File: src/rtl/even_count_display.sv
// even_count_display: binary-to-BCD conversion (sequential double-dabble) feeding
// a time-multiplexed, active-low, common-anode 7-segment display with
// leading-zero blanking. Pure consumer of the upstream counter value.
module even_count_display #(
    parameter int N           = 4,
    parameter int DIGITS      = 4,
    parameter int REFRESH_DIV = 50000
) (
    input  logic                Clk,
    input  logic                Reset,
    input  logic [N-1:0]        Value,
    output logic [6:0]          Seg,
    output logic [DIGITS-1:0]   An,
    output logic                Dp,
    output logic [4*DIGITS-1:0] Bcd,
    output logic                Busy,
    output logic                Done
);

    localparam int BW = 4 * DIGITS;
    localparam int WW = BW + N;
    localparam int CW = $clog2(N + 1);
    localparam int RW = $clog2(REFRESH_DIV + 1);
    localparam int IW = (DIGITS > 1) ? $clog2(DIGITS) : 1;

    typedef enum logic [1:0] {
        S_IDLE,
        S_ADJUST,
        S_SHIFT,
        S_DONE
    } state_t;

    state_t          state_q, state_d;
    logic [WW-1:0]   work_q, work_d;
    logic [CW-1:0]   bitcnt_q, bitcnt_d;
    logic [N-1:0]    capt_q, capt_d;
    logic            valid_q, valid_d;
    logic [BW-1:0]   bcd_q, bcd_d;
    logic            done_q, done_d;

    logic [RW-1:0]     refcnt_q, refcnt_d;
    logic [IW-1:0]     idx_q, idx_d;
    logic [6:0]        seg_q, seg_d;
    logic [DIGITS-1:0] an_q, an_d;

    logic [DIGITS-1:0] blank;
    logic [3:0]        cur_nib;
    logic              cur_blank;
    logic              all_zero;

    function automatic logic [6:0] glyph(input logic [3:0] d);
        case (d)
            4'd0:    glyph = 7'h40;
            4'd1:    glyph = 7'h79;
            4'd2:    glyph = 7'h24;
            4'd3:    glyph = 7'h30;
            4'd4:    glyph = 7'h19;
            4'd5:    glyph = 7'h12;
            4'd6:    glyph = 7'h02;
            4'd7:    glyph = 7'h78;
            4'd8:    glyph = 7'h00;
            4'd9:    glyph = 7'h10;
            default: glyph = 7'h7F;
        endcase
    endfunction

    // Conversion FSM and result registers
    always_ff @(posedge Clk or posedge Reset) begin
        if (Reset) begin
            state_q  <= S_IDLE;
            work_q   <= '0;
            bitcnt_q <= '0;
            capt_q   <= '0;
            valid_q  <= 1'b0;
            bcd_q    <= '0;
            done_q   <= 1'b0;
        end else begin
            state_q  <= state_d;
            work_q   <= work_d;
            bitcnt_q <= bitcnt_d;
            capt_q   <= capt_d;
            valid_q  <= valid_d;
            bcd_q    <= bcd_d;
            done_q   <= done_d;
        end
    end

    // Next-state logic: capture on mismatch, then alternate adjust/shift N times
    always_comb begin
        state_d  = state_q;
        work_d   = work_q;
        bitcnt_d = bitcnt_q;
        capt_d   = capt_q;
        valid_d  = valid_q;
        bcd_d    = bcd_q;
        done_d   = 1'b0;
        case (state_q)
            S_IDLE: begin
                if (!valid_q || (Value != capt_q)) begin
                    capt_d   = Value;
                    work_d   = {{BW{1'b0}}, Value};
                    bitcnt_d = CW'(N);
                    state_d  = S_ADJUST;
                end
            end
            S_ADJUST: begin
                for (int unsigned k = 0; k < DIGITS; k++) begin
                    if (work_q[N+4*k +: 4] >= 4'd5)
                        work_d[N+4*k +: 4] = work_q[N+4*k +: 4] + 4'd3;
                end
                state_d = S_SHIFT;
            end
            S_SHIFT: begin
                work_d   = {work_q[WW-2:0], 1'b0};
                bitcnt_d = bitcnt_q - CW'(1);
                state_d  = (bitcnt_q == CW'(1)) ? S_DONE : S_ADJUST;
            end
            S_DONE: begin
                bcd_d   = work_q[WW-1:N];
                valid_d = 1'b1;
                done_d  = 1'b1;
                state_d = S_IDLE;
            end
            default: state_d = S_IDLE;
        endcase
    end

    // Display scan registers
    always_ff @(posedge Clk or posedge Reset) begin
        if (Reset) begin
            refcnt_q <= '0;
            idx_q    <= '0;
            seg_q    <= 7'h7F;
            an_q     <= '1;
        end else begin
            refcnt_q <= refcnt_d;
            idx_q    <= idx_d;
            seg_q    <= seg_d;
            an_q     <= an_d;
        end
    end

    // Refresh timing, digit select and leading-zero blanking
    always_comb begin
        refcnt_d  = refcnt_q + RW'(1);
        idx_d     = idx_q;
        blank     = '0;
        all_zero  = 1'b1;
        cur_nib   = 4'd0;
        cur_blank = 1'b0;
        if (refcnt_q == RW'(REFRESH_DIV - 1)) begin
            refcnt_d = '0;
            idx_d    = (idx_q == IW'(DIGITS - 1)) ? '0 : idx_q + IW'(1);
        end
        // Walk from the most significant digit down; a digit is blank while
        // it and everything above it are zero (digit 0 always shows).
        for (int unsigned j = 0; j < DIGITS; j++) begin
            all_zero = all_zero && (bcd_q[4*(DIGITS-1-j) +: 4] == 4'd0);
            blank[DIGITS-1-j] = all_zero && (j != DIGITS - 1);
        end
        for (int unsigned k = 0; k < DIGITS; k++) begin
            if (IW'(k) == idx_q) begin
                cur_nib   = bcd_q[4*k +: 4];
                cur_blank = blank[k];
            end
        end
        an_d  = ~(DIGITS'(1) << idx_q);
        seg_d = cur_blank ? 7'h7F : glyph(cur_nib);
    end

    assign Seg  = seg_q;
    assign An   = an_q;
    assign Dp   = 1'b1;
    assign Bcd  = bcd_q;
    assign Busy = (state_q != S_IDLE);
    assign Done = done_q;

endmodule
File: config.mk
export PLATFORM = sky130hd
export DESIGN_NAME = even_count_display
export DESIGN_NICKNAME = d
export VERILOG_FILES = /design/src/rtl/even_count_display.sv
export SDC_FILE = /design/constraint.sdc
export NUM_CORES = 1
export LEC_CHECK = 0
export CAP_MARGIN = 20
export CORE_MARGIN = 2
export CORE_UTILIZATION = 37
export CTS_BUF_LIST = sky130_fd_sc_hd__clkbuf_4
export DETAILED_ROUTE_END_ITERATION = 6
export DONT_BUFFER_PORTS = 1
export GPL_TIMING_DRIVEN = 0
export HOLD_SLACK_MARGIN = 0.02
export SETUP_SLACK_MARGIN = 0.2
export SLEW_MARGIN = 20
export SYNTH_ARGS = -nofsm -noshare
export SYNTH_HDL_FRONTEND = slang
export SYNTH_SLANG_ARGS = --single-unit
File: constraint.sdc
create_clock -name Clk -period 2.5 [get_ports Clk]
set_clock_uncertainty 0.05 [all_clocks]
set_input_delay 0.125 -clock Clk [delete_from_list [all_inputs] [get_ports Clk]]
set_output_delay 0.125 -clock Clk [all_outputs]
set_load 0.03 [all_outputs]
==> metrics.cfg <==
[finish]
drive_above_1_share_pct = 15.63
syn2layout_area_growth_pct = 11.48
seq_area_um2 = 1916
most-common-layout-cells = 65 x dfrtp_1, 45 x nand2_1, 34 x o21ai_0
layout_commonest_cell = dfrtp_1
nets = 456
fin_area_um2 = 4606
multiInputGateArea_um2 = 2027
instances_no_fill = 576
fillers = 1024

[clocking]
clockBufferDepth = 2
cts_tree = done
insertion_delay_ns = 0.45
htreeDepth = 3
clk_transition_reported_paths_ns = 0.14
clock-sinks = 76
cts-buffers-inserted = 9
root_buffer = clkbuf_4

[global_route]
antenna_found_initial = 1
track_usage_pct = 16.19
grt_max_degree = 44
grt_pass1_wl_mm = 14.84
gr-total-overflow = 0
grt_pass1_vias = 2985

[synth]
synth_edf_count = 0
syn-num-nets = 438
ys_seq_area_share_pct = 46.37
synth_flop_cell = dfrtp_1
synthDistinctLibCells = 57
netlist.area_leader.share_pct = 39.37
yosys_warnings = 0
syn_area_um2 = 4131
synthTopCellsByArea = dfrtp_1 39%, dfstp_2 7.0%, ha_1 6.1%
ys_ff_latch = 76
syn-mean-instance-area_um2 = 10.03
synth_cells = 412
synth_async_sr_flop_share_pct = 100.0
synth_area_leader_cell = dfrtp_1

[critical_path]
worstPathMaxFanout = 10
critPathKind = reg -> reg
crit_required_ns = 2.81
cp-start-kind = flop
cp.arrival_ns = 2.42
critical_path.endpoint_type = flop

[sta]
setup_viol = 0
fin_crit_ns = 2.106
slew-limit-headroom_pct = 57.32
slew_violations = 0
finalHoldViolations = 0
rsz0062_at_grt = yes
tightest_slew_ns = 0.6334
finalCritPeriodShare_pct = 84.24
fmax_ghz = 0.4749

[pwr]
irDropWorstVdd_v = 0.0005596
cellPowerDensity_nw_per_um2 = 1089
leakage_nw = 1.990
power_mw = 5.014

[place]
hpwl_mm = 6.263
portBuffers = 0
dp_cells = 553
place_congestion = 0.8322
post_dp_cell_area_um2 = 4337

[drt]
avgRoutedWirePerCell_um = 15.64
dr.first_iter.drc_count = 178
viasPerCell = 5.262
wl_mm = 9.007
postRouteAntennaNets = 0
firstDrtPassIters = 4
drc = 0
vias = 3031

[floorplanning]
start_util_pct = 37.95
core_um2 = 10890
fp-row-count = 38
die_w_um = 109.7
fp.dieH_um = 109.7
pin_count = 36
die_area_um2 = 12030

[hold_path]
hold_class = in -> async

[run_status]
status = finished clean

[flow_run]
cap_violations = 0

==> state kept, by name (all words and copies together), names as in the netlist <==
signal,count
refcnt_q,16
Seg,7
valid_q,1
work_q,20
An,4
state_q,2
capt_q,4
Bcd,16
idx_q,2
bitcnt_q,3
Done,1
==> worst max-delay path: stages, from the launching register on <==
cell,delay [ns]
dfrtp_1,0.40
inv_1,0.08
ha_1,0.17
buf_2,0.18
nand3b_1,0.21
a211oi_2,0.51
nand2b_1,0.19
and2_1,0.14
a21oi_1,0.07
==> kinds of logic (layout without fill, tap and decap cells) <==
group	count (synthesis)	count (layout)	share of synthesized area, %
simple gates	130	130	15.72
compound gates	86	86	15.02
flops	76	76	46.37
buf+inv	51	74	5.209
mux	28	28	7.299
fa+ha+maj	20	20	6.057
xor+xnor	20	20	4.240
other cells	1	2	0.09077
==> final cells by class <==
cell class | count | share of cell area (%)
Antenna cell | 1 | 0.05433
Buffer | 17 | 1.902
Clock buffer | 9 | 1.467
Clock inverter | 7 | 2.499
Inverter | 34 | 2.825
Multi-Input combinational cell | 285 | 44.01
Sequential cell | 76 | 41.59
Tap cell | 140 | 3.803
Timing Repair Buffer | 7 | 1.847
==> synth_stat cells, drive strengths merged (9+ instances only) <==
master	n
inv	34
clkbuf	9
nand3	13
nor2	25
mux2i	11
mux2	17
xor2	12
o21ai	37
ha	20
dfrtp	65
dfstp	11
nand2	45
a21oi	10
==> metrics by stage <==
stage	TNS [ns]	utilization [%]	hold slack, ns	worst slack, ns
floorplan	0	-	0.2023	0.4049
global placement	-31.42	39.55	0.2295	-0.4887
detailed placement	0	39.83	-0.002797	0.3916
CTS	0	41.97	0.09183	0.3683
global route	0	42.30	0.1196	0.1954
finish	0	42.30	0.1023	0.3941
==> report_power, final <==
part | total (mW) | internal (mW) | switching (mW)
combinational | 1.90 | 0.773 | 1.12
sequential | 2.16 | 1.57 | 0.589
clock | 0.960 | 0.502 | 0.457
total | 5.01 | 2.84 | 2.17
==> routing by layer <==
layer | share of wire (%) | vias up | GRT usage (%) | wire length (µm)
met5 | 0 | - | 0 | 0
met4 | 2.0 | 0 | 7.505 | 178
met3 | 3.8 | 12 | 3.616 | 343
met2 | 49 | 60 | 25.88 | 4369
met1 | 46 | 1493 | 20.84 | 4115
li1 | - | 1466 | - | -
==> path summary, 6_finish.rpt <==
path                                  startpoint               endpoint  slack, ns  depth (start not counted)
min reg2reg                refcnt_q[0]$_DFF_PP0_  refcnt_q[0]$_DFF_PP0_       0.44                          1
min in group Clk                        Value[1]  work_q[2]$_DFFE_PP0P_       0.23                          5
min                                        Reset  refcnt_q[5]$_DFF_PP0_       0.10                          2
max reg2reg                 idx_q[1]$_DFFE_PP0N_       Seg[0]$_DFF_PP1_       0.39                          8
max in group asynchronous                  Reset  work_q[9]$_DFFE_PP0P_       1.71                          3
max                         idx_q[1]$_DFFE_PP0N_       Seg[0]$_DFF_PP1_       0.39                          8
==> what timing repair did <==
action,in CTS,in global routing
hold buffers,5,0
buffers inserted,0,1
endpoints found under the hold margin,84,0
gates resized for setup,0,4
setup endpoints to repair,0,2
Note: power is estimated with default switching activity, not from simulation.
